===== config.mk =====
export PLATFORM = sky130hd
export DESIGN_NAME = seg7_serial_shifter
export DESIGN_NICKNAME = d
export VERILOG_FILES = /design/src/rtl/seg7_pkg.sv /design/src/rtl/seg7_tick_gen.sv /design/src/rtl/seg7_serial_shifter.sv
export SDC_FILE = /design/constraint.sdc
export NUM_CORES = 1
export LEC_CHECK = 0
export CAP_MARGIN = 20
export CORE_MARGIN = 3
export CORE_UTILIZATION = 25
export DETAILED_ROUTE_END_ITERATION = 10
export GPL_TIMING_DRIVEN = 0
export PLACE_DENSITY_LB_ADDON = 0.05
export SKIP_CTS_REPAIR_TIMING = 1
export SYNTH_ARGS = -nofsm -noshare
export SYNTH_HDL_FRONTEND = slang
export SYNTH_SLANG_ARGS = --single-unit

===== constraint.sdc =====
create_clock -name clk -period 2.15 [get_ports clk]
set_input_delay 0.43 -clock clk [delete_from_list [all_inputs] [get_ports clk]]
set_output_delay 0.43 -clock clk [all_outputs]
set_load 0.01 [all_outputs]

===== src/rtl/seg7_pkg.sv =====
// -----------------------------------------------------------------------------
// seg7_pkg
// Shared definitions for the 7-segment display path: default frame width and
// shift-clock divider (also used by the remap stage and the board top level),
// the serial-shifter state encoding, and a small width helper.
// -----------------------------------------------------------------------------
package seg7_pkg;

    // Two 32-bit remap words, upper word first.
    localparam int SEG7_DATA_W  = 64;
    // System clocks per seg_clk half-period.
    localparam int SEG7_CLK_DIV = 2;

    // Serial shifter state encoding.
    localparam logic [1:0] ST_IDLE  = 2'd0;
    localparam logic [1:0] ST_SHIFT = 2'd1;
    localparam logic [1:0] ST_LATCH = 2'd2;
    localparam logic [1:0] ST_DONE  = 2'd3;

    typedef enum logic [1:0] {
        S_IDLE  = ST_IDLE,
        S_SHIFT = ST_SHIFT,
        S_LATCH = ST_LATCH,
        S_DONE  = ST_DONE
    } seg7_state_e;

    // Width of a counter that must hold 0..n-1; never narrower than one bit.
    function automatic int seg7_cnt_w(input int n);
        if (n > 1) begin
            return $clog2(n);
        end else begin
            return 1;
        end
    endfunction

endpackage


===== src/rtl/seg7_tick_gen.sv =====
// -----------------------------------------------------------------------------
// seg7_tick_gen
// Half-period divider for the serial shifter. While enabled it counts
// 0..CLK_DIV-1 and raises tick_o on the last count, i.e. one tick every
// CLK_DIV enabled clocks. The counter wraps to zero on every tick, so a
// frame that ends on a tick leaves it at zero for the next frame.
//
// Ports:
//   clk     in   system clock
//   rst     in   synchronous reset, active-high
//   clr_i   in   force the counter to zero (frame start)
//   en_i    in   count enable
//   tick_o  out  high during the last cycle of each CLK_DIV-cycle period
// -----------------------------------------------------------------------------
module seg7_tick_gen
    import seg7_pkg::*;
#(
    parameter int CLK_DIV = SEG7_CLK_DIV
) (
    input  logic clk,
    input  logic rst,
    input  logic clr_i,
    input  logic en_i,
    output logic tick_o
);

    localparam int              CNT_W    = seg7_cnt_w(CLK_DIV);
    localparam logic [CNT_W-1:0] CNT_LAST = CNT_W'(CLK_DIV - 1);

    logic [CNT_W-1:0] cnt_q;
    logic [CNT_W-1:0] cnt_d;
    logic             at_last_s;

    assign at_last_s = (cnt_q == CNT_LAST);
    assign tick_o    = en_i & at_last_s;

    // Next-count logic: clear has priority, then wrap-or-increment when enabled.
    always_comb begin
        cnt_d = cnt_q;
        if (clr_i) begin
            cnt_d = '0;
        end else if (en_i) begin
            if (at_last_s) begin
                cnt_d = '0;
            end else begin
                cnt_d = cnt_q + CNT_W'(1);
            end
        end else begin
            cnt_d = cnt_q;
        end
    end

    // Divider counter register.
    always_ff @(posedge clk) begin
        if (rst) begin
            cnt_q <= '0;
        end else begin
            cnt_q <= cnt_d;
        end
    end

endmodule


===== src/rtl/seg7_serial_shifter.sv =====
// -----------------------------------------------------------------------------
// seg7_serial_shifter
// Shifts a remapped segment word MSB-first into the board's external
// serial-in/parallel-out shift-register chain, then pulses the storage latch
// so the new pattern appears on the display.
//
// Frame timeline (accept at cycle 0):
//   SHIFT  cycles 1 .. 2*CLK_DIV*DATA_W   (seg_clk low CLK_DIV, high CLK_DIV
//                                          per bit; data changes only as
//                                          seg_clk falls)
//   LATCH  next CLK_DIV cycles            (seg_latch high)
//   DONE   one cycle                      (done high)
//
// Ports:
//   clk        in   system clock, rising edge
//   rst        in   synchronous reset, active-high
//   start      in   request one frame (sampled in IDLE only)
//   data       in   DATA_W segment word (sampled on frame accept only)
//   busy       out  high in SHIFT and LATCH
//   done       out  one-cycle pulse after the latch completes
//   seg_clk    out  chain shift clock; chain captures on its rising edge
//   seg_dout   out  chain serial data
//   seg_latch  out  chain storage-register latch, active-high
//   seg_clrn   out  chain clear, active-low (low while in reset)
// All outputs come straight from flops.
// -----------------------------------------------------------------------------
module seg7_serial_shifter
    import seg7_pkg::*;
#(
    parameter int DATA_W       = SEG7_DATA_W,
    parameter int CLK_DIV      = SEG7_CLK_DIV,
    parameter bit AUTO_REFRESH = 1'b0
) (
    input  logic              clk,
    input  logic              rst,
    input  logic              start,
    input  logic [DATA_W-1:0] data,
    output logic              busy,
    output logic              done,
    output logic              seg_clk,
    output logic              seg_dout,
    output logic              seg_latch,
    output logic              seg_clrn
);

    localparam int              BIT_W    = seg7_cnt_w(DATA_W);
    localparam logic [BIT_W-1:0] BIT_LAST = BIT_W'(DATA_W - 1);

    seg7_state_e       state_q,  state_d;
    logic [DATA_W-1:0] shreg_q,  shreg_d;
    logic [BIT_W-1:0]  bitcnt_q, bitcnt_d;
    logic              half_q,   half_d;     // drives seg_clk directly
    logic              dout_q,   dout_d;
    logic              latch_q,  latch_d;
    logic              busy_q,   busy_d;
    logic              done_q,   done_d;
    logic              clrn_q;

    logic              accept_s;
    logic              tick_en_s;
    logic              tick_s;
    logic [DATA_W-1:0] shreg_shl_s;

    // In IDLE a frame starts on request, or unconditionally in auto-refresh mode.
    assign accept_s    = (state_q == S_IDLE) & (start | AUTO_REFRESH);
    assign tick_en_s   = (state_q == S_SHIFT) | (state_q == S_LATCH);
    // Shift via operator so a one-bit frame needs no special-case slicing.
    assign shreg_shl_s = shreg_q << 1;

    seg7_tick_gen #(
        .CLK_DIV (CLK_DIV)
    ) u_tick (
        .clk    (clk),
        .rst    (rst),
        .clr_i  (accept_s),
        .en_i   (tick_en_s),
        .tick_o (tick_s)
    );

    // Next-state and next-output logic for the frame sequencer.
    always_comb begin
        state_d  = state_q;
        shreg_d  = shreg_q;
        bitcnt_d = bitcnt_q;
        half_d   = half_q;
        dout_d   = dout_q;
        latch_d  = latch_q;
        busy_d   = busy_q;
        done_d   = 1'b0;

        case (state_q)
            S_IDLE: begin
                half_d  = 1'b0;
                dout_d  = 1'b0;
                latch_d = 1'b0;
                busy_d  = 1'b0;
                if (accept_s) begin
                    shreg_d  = data;
                    bitcnt_d = BIT_LAST;
                    dout_d   = data[DATA_W-1];
                    busy_d   = 1'b1;
                    state_d  = S_SHIFT;
                end else begin
                    state_d  = S_IDLE;
                end
            end

            S_SHIFT: begin
                if (tick_s) begin
                    if (!half_q) begin
                        // End of low phase: rising edge, chain samples dout.
                        half_d = 1'b1;
                    end else if (bitcnt_q != '0) begin
                        // End of high phase: falling edge, present next bit.
                        half_d   = 1'b0;
                        shreg_d  = shreg_shl_s;
                        dout_d   = shreg_shl_s[DATA_W-1];
                        bitcnt_d = bitcnt_q - BIT_W'(1);
                    end else begin
                        // Last bit clocked in: park the lines and latch.
                        half_d  = 1'b0;
                        dout_d  = 1'b0;
                        latch_d = 1'b1;
                        state_d = S_LATCH;
                    end
                end else begin
                    state_d = S_SHIFT;
                end
            end

            S_LATCH: begin
                if (tick_s) begin
                    latch_d = 1'b0;
                    busy_d  = 1'b0;
                    done_d  = 1'b1;
                    state_d = S_DONE;
                end else begin
                    state_d = S_LATCH;
                end
            end

            S_DONE: begin
                latch_d = 1'b0;
                busy_d  = 1'b0;
                state_d = S_IDLE;
            end

            default: begin
                half_d  = 1'b0;
                dout_d  = 1'b0;
                latch_d = 1'b0;
                busy_d  = 1'b0;
                state_d = S_IDLE;
            end
        endcase
    end

    // Sequencer state, shift register and registered outputs.
    always_ff @(posedge clk) begin
        if (rst) begin
            state_q  <= S_IDLE;
            shreg_q  <= '0;
            bitcnt_q <= '0;
            half_q   <= 1'b0;
            dout_q   <= 1'b0;
            latch_q  <= 1'b0;
            busy_q   <= 1'b0;
            done_q   <= 1'b0;
        end else begin
            state_q  <= state_d;
            shreg_q  <= shreg_d;
            bitcnt_q <= bitcnt_d;
            half_q   <= half_d;
            dout_q   <= dout_d;
            latch_q  <= latch_d;
            busy_q   <= busy_d;
            done_q   <= done_d;
        end
    end

    // Chain clear: held low through reset so a half-shifted frame is wiped.
    always_ff @(posedge clk) begin
        if (rst) begin
            clrn_q <= 1'b0;
        end else begin
            clrn_q <= 1'b1;
        end
    end

    assign busy      = busy_q;
    assign done      = done_q;
    assign seg_clk   = half_q;
    assign seg_dout  = dout_q;
    assign seg_latch = latch_q;
    assign seg_clrn  = clrn_q;

endmodule

==> results.py <==
metrics = {
    "place": {
        "gp_congestion": 0.7396,
        "dp_hpwl_um": 7570,
        "io_buffers": 71,
        "dp_cells": 671,
        "dpl-instance-area_um2": 5041,
    },
    "final_layout": {
        "fillCellCount": 1610,
        "final_common_cell": "dfxtp_1",
        "nNetsFinal": 548,
        "fin_cells": 688,
        "syn_to_final_growth_pct": 32.37,
        "drive_above_1_share_pct": 23.69,
        "final_area_um2": 5383,
        "diodes": 0,
        "final_cell_mix": "dfxtp_1, clkdlybuf4s50_1, a21oi_1",
    },
    "run_status": {
        "status": "finished, final reports clean",
    },
    "sta": {
        "hold_viol": 0,
        "rsz0062_at_grt": "true",
        "finalClockSkew_ns": 0.006101,
        "slew_headroom_pct": 48.63,
        "fmax_mhz": 494.0,
        "post-route-period-util_pct": 94.15,
        "finalSetupViolations": 0,
        "whs_ns": 0.5051,
        "tightestPinTransition_ns": 0.7706,
        "post-route-min-period_ns": 2.024,
        "finalMaxSlewViolations": 0,
    },
    "clock_tree": {
        "cts_sinks": 78,
        "clk_latency_ns": 0.34,
        "cts_buffers": 9,
        "cts_tree": "done",
        "cts-root-buf": "clkbuf_16",
        "cts_buffer_depth": 2,
        "path_clk_slew_ns": 0.06,
        "h-tree-depth": 3,
    },
    "detailed_routing": {
        "dr_total_vias": 3251,
        "drc": 0,
        "drtIter0Drc": 113,
        "routed_via_density": 4.725,
        "wl_per_cell_um": 16.15,
        "wirelength_um": 11110,
        "drt-pass1-iter-count": 4,
        "antenna_left": 0,
    },
    "logic_synthesis": {
        "syn_nets": 464,
        "ys_warn_count": 0,
        "syn_inst": 389,
        "syn_area_per_cell_um2": 10.45,
        "netlist_area_um2": 4066,
        "synthTopCellsByArea": "dfxtp_1, a211oi_2, mux2i_1",
        "synth.distinct_cells": 44,
        "synth_top_area_share_pct": 38.40,
        "synth-seq-area-share_pct": 38.40,
        "ys_ff_latch": 78,
        "yosysTopAreaCell": "dfxtp_1",
    },
    "setup_path": {
        "crit_required_ns": 2.34,
        "cpMaxStageDelayCell": "nor3_1",
        "crit_family": "simple AND/OR/NAND/NOR gates",
        "rrSetupSlack_ns": 0.13,
        "crit_chain": "inv_1 -> ha_2 -> nor2b_1 -> a211o_1 -> nor3_1 -> a311oi_1",
        "path_buf_inv": 1,
        "r2r_cells": 6,
        "max_stage_delay_ns": 0.45,
        "r2r_end": "bitcnt_q[2]",
        "end_kind": "flop",
        "critPathMaxFanout": 6,
        "timing.rr.start": "state_q[0]",
        "critPathKind": "flop to flop",
        "worstSetupPathDepth": 6,
        "arrival_ns": 2.22,
        "cp-start-kind": "flop",
    },
    "global_routing": {
        "antenna_found_initial": 0,
        "grt_overflow": 0,
        "grt_max_degree": 12,
        "grt_pass1_wl_um": 17860,
        "first_global_vias": 3432,
        "track_usage_pct": 12.53,
    },
    "power": {
        "power_density_nw_per_um2": 907.1,
        "vdd_drop_max_uv": 431.0,
        "p_leak_nw": 1.826,
    },
    "hold_path": {
        "worstHoldStart": "busy",
        "hold_depth": 2,
        "hp-class": "flop to flop",
        "holdPathEnd": "busy",
    },
    "die": {
        "core_area_um2": 15540,
        "io_pins": 73,
        "start_util_pct": 26.17,
        "die_y_um": 133.5,
        "rows": 45,
        "dieArea_um2": 17830,
        "fp.dieW_um": 133.5,
    },
    "run": {
        "cap_violations": 0,
    },
}
cells in the mapped netlist:
| cell | number |
|---|---|
| dfxtp_1 | 78 |
| a21oi_1 | 68 |
| mux2i_1 | 63 |
| a211oi_2 | 60 |
| clkbuf_1 | 19 |
| buf_2 | 12 |
| ha_1 | 8 |
| nand2_1 | 8 |
| buf_6 | 6 |
| inv_1 | 6 |
| nand3_1 | 6 |
| a31oi_1 | 5 |
| nor2_1 | 4 |
| nor3_1 | 4 |
| o21ai_0 | 4 |
| a211oi_1 | 3 |
| a311oi_1 | 3 |
| nand2b_1 | 3 |
| buf_4 | 2 |
| nor2b_1 | 2 |
| o221a_2 | 2 |
| a211o_1 | 1 |
| a211oi_4 | 1 |
| a21bo_2 | 1 |
| a21o_1 | 1 |
| a21oi_4 | 1 |
| and2_1 | 1 |
| and3_1 | 1 |
| clkinv_1 | 1 |
| nand2_2 | 1 |
| nand4b_1 | 1 |
| nor3b_1 | 1 |
| nor4_1 | 1 |
| nor4_2 | 1 |
| o2111ai_1 | 1 |
| o211ai_1 | 1 |
| o21a_1 | 1 |
| o21bai_1 | 1 |
| o221ai_1 | 1 |
| o22ai_1 | 1 |
| o31a_1 | 1 |
| o31ai_1 | 1 |
| or2_2 | 1 |
| xor2_1 | 1 |
power by group:
part           leakage, nW  switching [W]  internal (W)  total, W
registers            0.647       0.000153       0.00171   0.00187
logic                 1.05       0.000841      0.000741   0.00158
clock network        0.133       0.000596      0.000839   0.00143
total                 1.83        0.00159       0.00329   0.00488
logic make-up after synthesis:
group | after synthesis | share of synthesized area, %
compound gates | 158 | 32.92
buf+inv | 46 | 5.907
flops | 78 | 38.40
mux | 63 | 15.51
fa+ha+maj | 8 | 2.462
xor+xnor | 1 | 0.2154
simple gates | 35 | 4.585
metal layers:
layer	share of wire, %	global-route usage [%]	wire length, µm
met5	0	0	0
met4	1.1	3.086	118
met3	4.4	4.041	487
met2	45	19.70	5038
met1	49	16.72	5470
sequential cells by signal (all words and copies together) (netlist names), named ones only:
signal and cells:
state_q 1, seg_latch 1, seg_dout 1, u_tick.at_last_s 1
seg_clk 1, busy 1, seg_clrn 1, done 1
bitcnt_q 6, shreg_q 63
worst reg2reg max path, stage by stage (launching register included):
cell	delay, ns
dfxtp_2	0.38
inv_1	0.11
ha_2	0.23
nor2b_1	0.17
a211o_1	0.37
nor3_1	0.45
a311oi_1	0.17
worst max-delay path by stage:
stage | slack (ns) | end | start
floorplan | 0.23 | shreg_q[10] | state_q[0]
global placement | -0.22 | shreg_q[41] | start
detailed placement | -0.24 | shreg_q[39] | start
CTS | -0.24 | shreg_q[40] | state_q[0]
global route | -0.006 | shreg_q[37] | flop
finish | 0.13 | bitcnt_q[2] | state_q[0]
stage by stage:
stage / utilization [%] / power (W) / setup TNS, ns / setup slack (ns)
2_1_floorplan: - / 0.003002 / 0 / 0.2298
3_3_place_gp: 32.44 / 0.003418 / -12.40 / -0.2242
3_5_place_dp: 32.44 / 0.003430 / -12.15 / -0.2358
4_1_cts: 34.17 / 0.004914 / -12.26 / -0.2390
5_1_grt: 34.64 / 0.005192 / -0.01179 / -0.006359
6_report: 34.64 / 0.004883 / 0 / 0.1257
area by class of cell:
type / instances / area, µm² / area share, %
multi-input cells: 265 / 2278 / 42.33
flip-flops and latches: 78 / 1563 / 29.03
repair buffers: 73 / 738.2 / 13.71
clock buffers: 14 / 264.0 / 4.905
well taps: 211 / 264.0 / 4.905
plain buffers: 39 / 244.0 / 4.533
inverters: 7 / 26.28 / 0.4881
clock inverters: 1 / 5.005 / 0.09298
(Power assumes the default switching activity.)
